<file path="src/rtl/fetch_unit_if.sv">
// Instruction-memory port of the fetch unit: the request/address go out,
// the ready strobe and read data come back.
`timescale 1ns/1ps
interface fetch_unit_if;
    logic        req;
    logic [31:0] addr;
    logic        ready;
    logic [31:0] rdata;

    modport master (
        output req,
        output addr,
        input  ready,
        input  rdata
    );

    modport slave (
        input  req,
        input  addr,
        output ready,
        output rdata
    );
endinterface

</file>
<file path="src/rtl/fetch_unit.sv">
// Instruction fetch unit: FETCH/EXEC/FAULT sequencer that latches one word per
// instruction from instruction memory and commits the controller's next-PC choice.
`timescale 1ns/1ps
module fetch_unit #(
    parameter logic [31:0] RESET_PC      = 32'h0000_0000,
    parameter int unsigned FETCH_TIMEOUT = 16
) (
    input  logic               clk,
    input  logic               rst_n,
    fetch_unit_if.master       imem,
    output logic [31:0]        inst,
    output logic               inst_valid,
    output logic [31:0]        pc,
    output logic [31:0]        pc_plus4,
    input  logic [1:0]         pc_src,
    input  logic [31:0]        rs_data,
    input  logic               advance,
    output logic               fault
);

    typedef enum logic [1:0] {
        FETCH = 2'b00,
        EXEC  = 2'b01,
        FAULT = 2'b10
    } state_t;

    localparam logic [7:0] TMO_LAST = 8'(FETCH_TIMEOUT - 1);

    state_t      state;
    state_t      state_next;
    logic [31:0] pc_next;
    logic [31:0] inst_next;
    logic [7:0]  tmo_cnt;
    logic [7:0]  tmo_cnt_next;
    logic [31:0] branch_off;
    logic [31:0] target;

    assign pc_plus4   = pc + 32'd4;
    assign branch_off = {{14{inst[15]}}, inst[15:0], 2'b00};

    always_comb begin
        target = pc_plus4;
        unique case (pc_src)
            2'b00:   target = pc_plus4;
            2'b01:   target = pc_plus4 + branch_off;
            2'b10:   target = rs_data;
            default: target = {pc_plus4[31:28], inst[25:0], 2'b00};
        endcase
    end

    // Misaligned targets leave pc untouched and park the unit in FAULT until reset.
    always_comb begin
        state_next   = state;
        pc_next      = pc;
        inst_next    = inst;
        tmo_cnt_next = tmo_cnt;
        unique case (state)
            FETCH: begin
                if (imem.ready) begin
                    inst_next    = imem.rdata;
                    tmo_cnt_next = 8'd0;
                    state_next   = EXEC;
                end else begin
                    tmo_cnt_next = tmo_cnt + 8'd1;
                    if (tmo_cnt == TMO_LAST) begin
                        state_next = FAULT;
                    end
                end
            end
            EXEC: begin
                if (advance) begin
                    if (target[1:0] == 2'b00) begin
                        pc_next    = target;
                        state_next = FETCH;
                    end else begin
                        state_next = FAULT;
                    end
                end
            end
            FAULT: begin
                state_next = FAULT;
            end
            default: begin
                state_next = FAULT;
            end
        endcase
    end

    always_ff @(posedge clk or negedge rst_n) begin
        if (!rst_n) begin
            state   <= FETCH;
            pc      <= RESET_PC;
            inst    <= 32'h0000_0000;
            tmo_cnt <= 8'd0;
        end else begin
            state   <= state_next;
            pc      <= pc_next;
            inst    <= inst_next;
            tmo_cnt <= tmo_cnt_next;
        end
    end

    assign imem.req   = (state == FETCH);
    assign imem.addr  = pc;
    assign inst_valid = (state == EXEC);
    assign fault      = (state == FAULT);

endmodule

</file>
<file path="src/flat_wrapper.sv">
// flat-port wrapper written by rule: the top's interface ports become plain ports
module fetch_unit_flat 
#(
    parameter logic [31:0] RESET_PC      = 32'h0000_0000,
    parameter int unsigned FETCH_TIMEOUT = 16
)
  (clk, rst_n, inst, inst_valid, pc, pc_plus4, pc_src, rs_data, advance, fault, imem_req, imem_addr, imem_ready, imem_rdata);
  fetch_unit_if imem_i ();
  input  logic clk;
  input  logic rst_n;
  output logic [31:0] inst;
  output logic inst_valid;
  output logic [31:0] pc;
  output logic [31:0] pc_plus4;
  input  logic [1:0] pc_src;
  input  logic [31:0] rs_data;
  input  logic advance;
  output logic fault;
  output wire logic [$bits(imem_i.req)-1:0] imem_req;
  output wire logic [$bits(imem_i.addr)-1:0] imem_addr;
  input wire logic [$bits(imem_i.ready)-1:0] imem_ready;
  input wire logic [$bits(imem_i.rdata)-1:0] imem_rdata;
  assign imem_req = imem_i.req;
  assign imem_addr = imem_i.addr;
  assign imem_i.ready = imem_ready;
  assign imem_i.rdata = imem_rdata;
  fetch_unit #(.RESET_PC(RESET_PC), .FETCH_TIMEOUT(FETCH_TIMEOUT)) u_core (.clk(clk), .rst_n(rst_n), .imem(imem_i), .inst(inst), .inst_valid(inst_valid), .pc(pc), .pc_plus4(pc_plus4), .pc_src(pc_src), .rs_data(rs_data), .advance(advance), .fault(fault));
endmodule
</file>
<file path="config.mk">
export PLATFORM = sky130hd
export DESIGN_NAME = fetch_unit_flat
export DESIGN_NICKNAME = d
export VERILOG_FILES = /design/src/rtl/fetch_unit_if.sv /design/src/rtl/fetch_unit.sv /design/src/flat_wrapper.sv
export SDC_FILE = /design/constraint.sdc
export NUM_CORES = 1
export LEC_CHECK = 0
export CAP_MARGIN = 0
export CORE_ASPECT_RATIO = 0.5
export CORE_UTILIZATION = 47
export DETAILED_ROUTE_END_ITERATION = 7
export PLACE_DENSITY = 0.92
export SETUP_SLACK_MARGIN = 0.4
export SLEW_MARGIN = 20
export SYNTH_ARGS = -nofsm -noshare
export SYNTH_HDL_FRONTEND = slang
export SYNTH_SLANG_ARGS = --single-unit
</file>
<file path="constraint.sdc">
create_clock -name clk -period 5.3 [get_ports clk]
set_input_delay 1.325 -clock clk [delete_from_list [all_inputs] [get_ports clk]]
set_output_delay 1.325 -clock clk [all_outputs]
set_load 0.03 [all_outputs]
</file>
==> impl_metrics.env <==
export IMPL_fillers=955
export IMPL_postCtsSetupBuffers=0
export IMPL_cts_clk_slew_worst_paths_ns=0.07
export IMPL_synth_xor_area_share=0.0701
export IMPL_fmax_ghz=0.222
export IMPL_yosysSeqAreaShare=0.303
export IMPL_min_period_ns=4.50
export IMPL_core_mm2=0.0122
export IMPL_synth_distinct_cells=70
export IMPL_async_flop_share=1.00
export IMPL_cts_buffers=9
export IMPL_cp_common_cell="ha_1"
export IMPL_vdd_ir_drop_max_mv=0.387
export IMPL_outcome="finished clean"
export IMPL_synth_top_family_by_area="simple AND/OR/NAND/NOR gates"
export IMPL_tritoncts="built"
export IMPL_setup_viol=0
export IMPL_ctsHoldBuffers=0
export IMPL_h_tree_depth=3
export IMPL_hold_violations=0
export IMPL_clk_latency_ns=0.34
export IMPL_slew_viol_final=0
export IMPL_die_w_um=163
export IMPL_drive_gt1_frac=0.117
export IMPL_start_util=0.499
export IMPL_drtIter0Drc=413
export IMPL_vias=5815
export IMPL_crit_path_top_delay_cell="dfrtp_1"
export IMPL_synthSimpleGateAreaFrac=0.175
export IMPL_dp_hpwl_um=13900
export IMPL_antenna_found_initial=0
export IMPL_rows=28
export IMPL_avgRoutedWirePerCell_um=19.0
export IMPL_fin_area_mm2=0.00832
export IMPL_grt_pass1_vias=5579
export IMPL_dpl_cell_area_mm2=0.00800
export IMPL_grt_overflow_total=0
export IMPL_grt_setup_unrepaired="false"
export IMPL_cts_buffer_depth=2
export IMPL_critPathMaxFanout=11
export IMPL_cts_sinks=74
export IMPL_drt_total_wl_um=18800
export IMPL_required_ns=5.53
export IMPL_final_common_cell="clkdlybuf4s50_1"
export IMPL_grt_usage=0.280
export IMPL_antenna_cells=0
export IMPL_port_buffers=200
export IMPL_ant_nets=0
export IMPL_syn_instance_count=662
export IMPL_viasPerCell=5.88
export IMPL_synth_adder_area_share=0.0791
export IMPL_cpPeakStageDelay_ns=0.44
export IMPL_max_cap_violations=0
export IMPL_synth_fp_nets=770
export IMPL_areaGrowthSynthToFinish_pct=36.3
export IMPL_die_area_mm2=0.0135
export IMPL_synth_compound_area_frac=0.150
export IMPL_path_class="reg -> reg"
export IMPL_placed_cells=973
export IMPL_cp_arrival_ns=4.73
export IMPL_grt_pass1_wl_um=29200
export IMPL_leakage_nw=3.48
export IMPL_ios=201
export IMPL_worst_hold_path_type="reg -> reg"
export IMPL_place_gp_congestion=0.942
export IMPL_ys_flop_type="dfrtp_1"
export IMPL_final_nets=927
export IMPL_die_h_um=82.6
export IMPL_p_per_area_mw_per_mm2=744
export IMPL_first_pass_iters=5
export IMPL_timing_slew_headroom=0.335
export IMPL_cts_resized=0
export IMPL_drc=0
export IMPL_final_cells=989
export IMPL_synth_area_mux_share=0.150
export IMPL_fin_skew_ns=0.0112
export IMPL_startpoint_type="flop"
export IMPL_synth_area_mm2=0.00611
export IMPL_final_cell_mix="clkdlybuf4s50_1 (197), dfrtp_1 (74), nand2_1 (70)"
export IMPL_synth_seq_cells=74
export IMPL_worstPathCellList="ha_1 > nand4_1 > nor3_1 > buf_4 > nand2_1 > nor2_1 > xor2_1 > ha_1 > a21o_1 > o21ba_1 > o221ai_1 > a221o_1 > a31oi_1 > a21oi_1 > a31o_1 > o311ai_1"
export IMPL_synth_edf_count=0
export IMPL_finalCritPeriodShare=0.848
export IMPL_yosysWarnings=0
export IMPL_cp_end_kind="flop"
export IMPL_fin_setup_tns_ns=0
export IMPL_total_power_mw=6.19
export IMPL_root_buffer="clkbuf_16"
export IMPL_worst_pin_slew_ns=0.998
export IMPL_syn_avg_cell_area_um2=9.22
export IMPL_grt_max_degree=75
## stage by stage
stage | utilization | hold WS (ns) | setup WS [ns]
4_1_cts | 0.681 | 0.511 | 0.836
3_3_place_gp | 0.654 | 0.483 | 1.08
2_1_floorplan | - | 0.466 | 0.851
6_report | 0.681 | 0.506 | 0.805
5_1_grt | 0.681 | 0.537 | 0.588
3_5_place_dp | 0.654 | 0.498 | 0.996
## area by class of cell
| cell class | count | area (µm²) | share of cell area |
|---|---|---|---|
| Clock buffer | 9 | 225 | 0.0271 |
| Clock inverter | 7 | 98.8 | 0.0119 |
| Inverter | 22 | 82.6 | 0.00992 |
| Multi-Input combinational cell | 505 | 3810 | 0.458 |
| Timing Repair Buffer | 207 | 2040 | 0.245 |
| Tap cell | 165 | 206 | 0.0248 |
| Sequential cell | 74 | 1850 | 0.223 |
## power by group
part	leakage (nW)	internal (mW)	switching, mW	total [mW]
sequential	0.884	0.816	0.353	1.17
combinational	2.44	1.87	2.48	4.34
clock	0.157	0.417	0.265	0.682
## cell usage after synthesis (13+ instances only)
cell type,n,area share
mux2_2,40,0.074
buf_4,34,0.042
a21o_1,14,0.017
xnor2_1,33,0.047
nand3_1,24,0.020
mux2i_1,13,0.021
inv_1,22,0.014
nor2_1,47,0.029
nor3_1,14,0.011
dfrtp_1,74,0.30
clkbuf_1,15,0.0092
o21ai_0,32,0.026
ha_1,37,0.076
a21oi_1,31,0.025
nand2_1,70,0.043
xor2_1,14,0.020
nand4_1,14,0.014
mux4_2,15,0.055
## metal layers
metal / global-route usage / share of wire / up-vias
li1: - / - / 2680
met1: 0.363 / 0.43 / 2833
met2: 0.477 / 0.47 / 272
met3: 0.0589 / 0.081 / 30
met4: 0.0804 / 0.017 / 0
met5: 0 / 0 / -
## critical path: cells and delay by family, from the launching register on
family | cells | cell delay (ns)
fa+ha+maj | 2 | 0.61
flops | 1 | 0.44
xor+xnor | 1 | 0.32
simple gates | 4 | 0.67
buf+inv | 1 | 0.26
compound gates | 8 | 2.08
## path summary, 6_finish.rpt
path | depth (start not counted) | slack, ns | endpoint | startpoint
max | 16 | 0.80 | u_core.imem.addr[31] | u_core.imem.addr[3]
min | 1 | 0.51 | u_core.inst[30] | u_core.inst[30]
max reg2reg | 16 | 0.80 | u_core.imem.addr[31] | u_core.imem.addr[3]
min reg2reg | 1 | 0.51 | u_core.inst[30] | u_core.inst[30]
max in group asynchronous | 1 | 3.50 | u_core.inst[22] | rst_n
min in group asynchronous | 1 | 1.16 | u_core.inst[4] | rst_n
## flip-flops by register name, indices dropped and copies added (netlist names)
register          cells
u_core.imem.addr     32
u_core.inst          32
u_core.tmo_cnt        8
u_core.state          2
## cells by family (layout without fill, tap and decap cells)
family                   count (synthesis)  after routing
AO/OA/AOI/OAI                          135            135
XOR/XNOR                                48             48
adder cells (fa/ha/maj)                 38             38
buffers and inverters                   83            245
flip-flops                              74             74
multiplexers                            68             68
AND/OR/NAND/NOR                        216            216
Note: power is estimated with default switching activity, not from simulation.
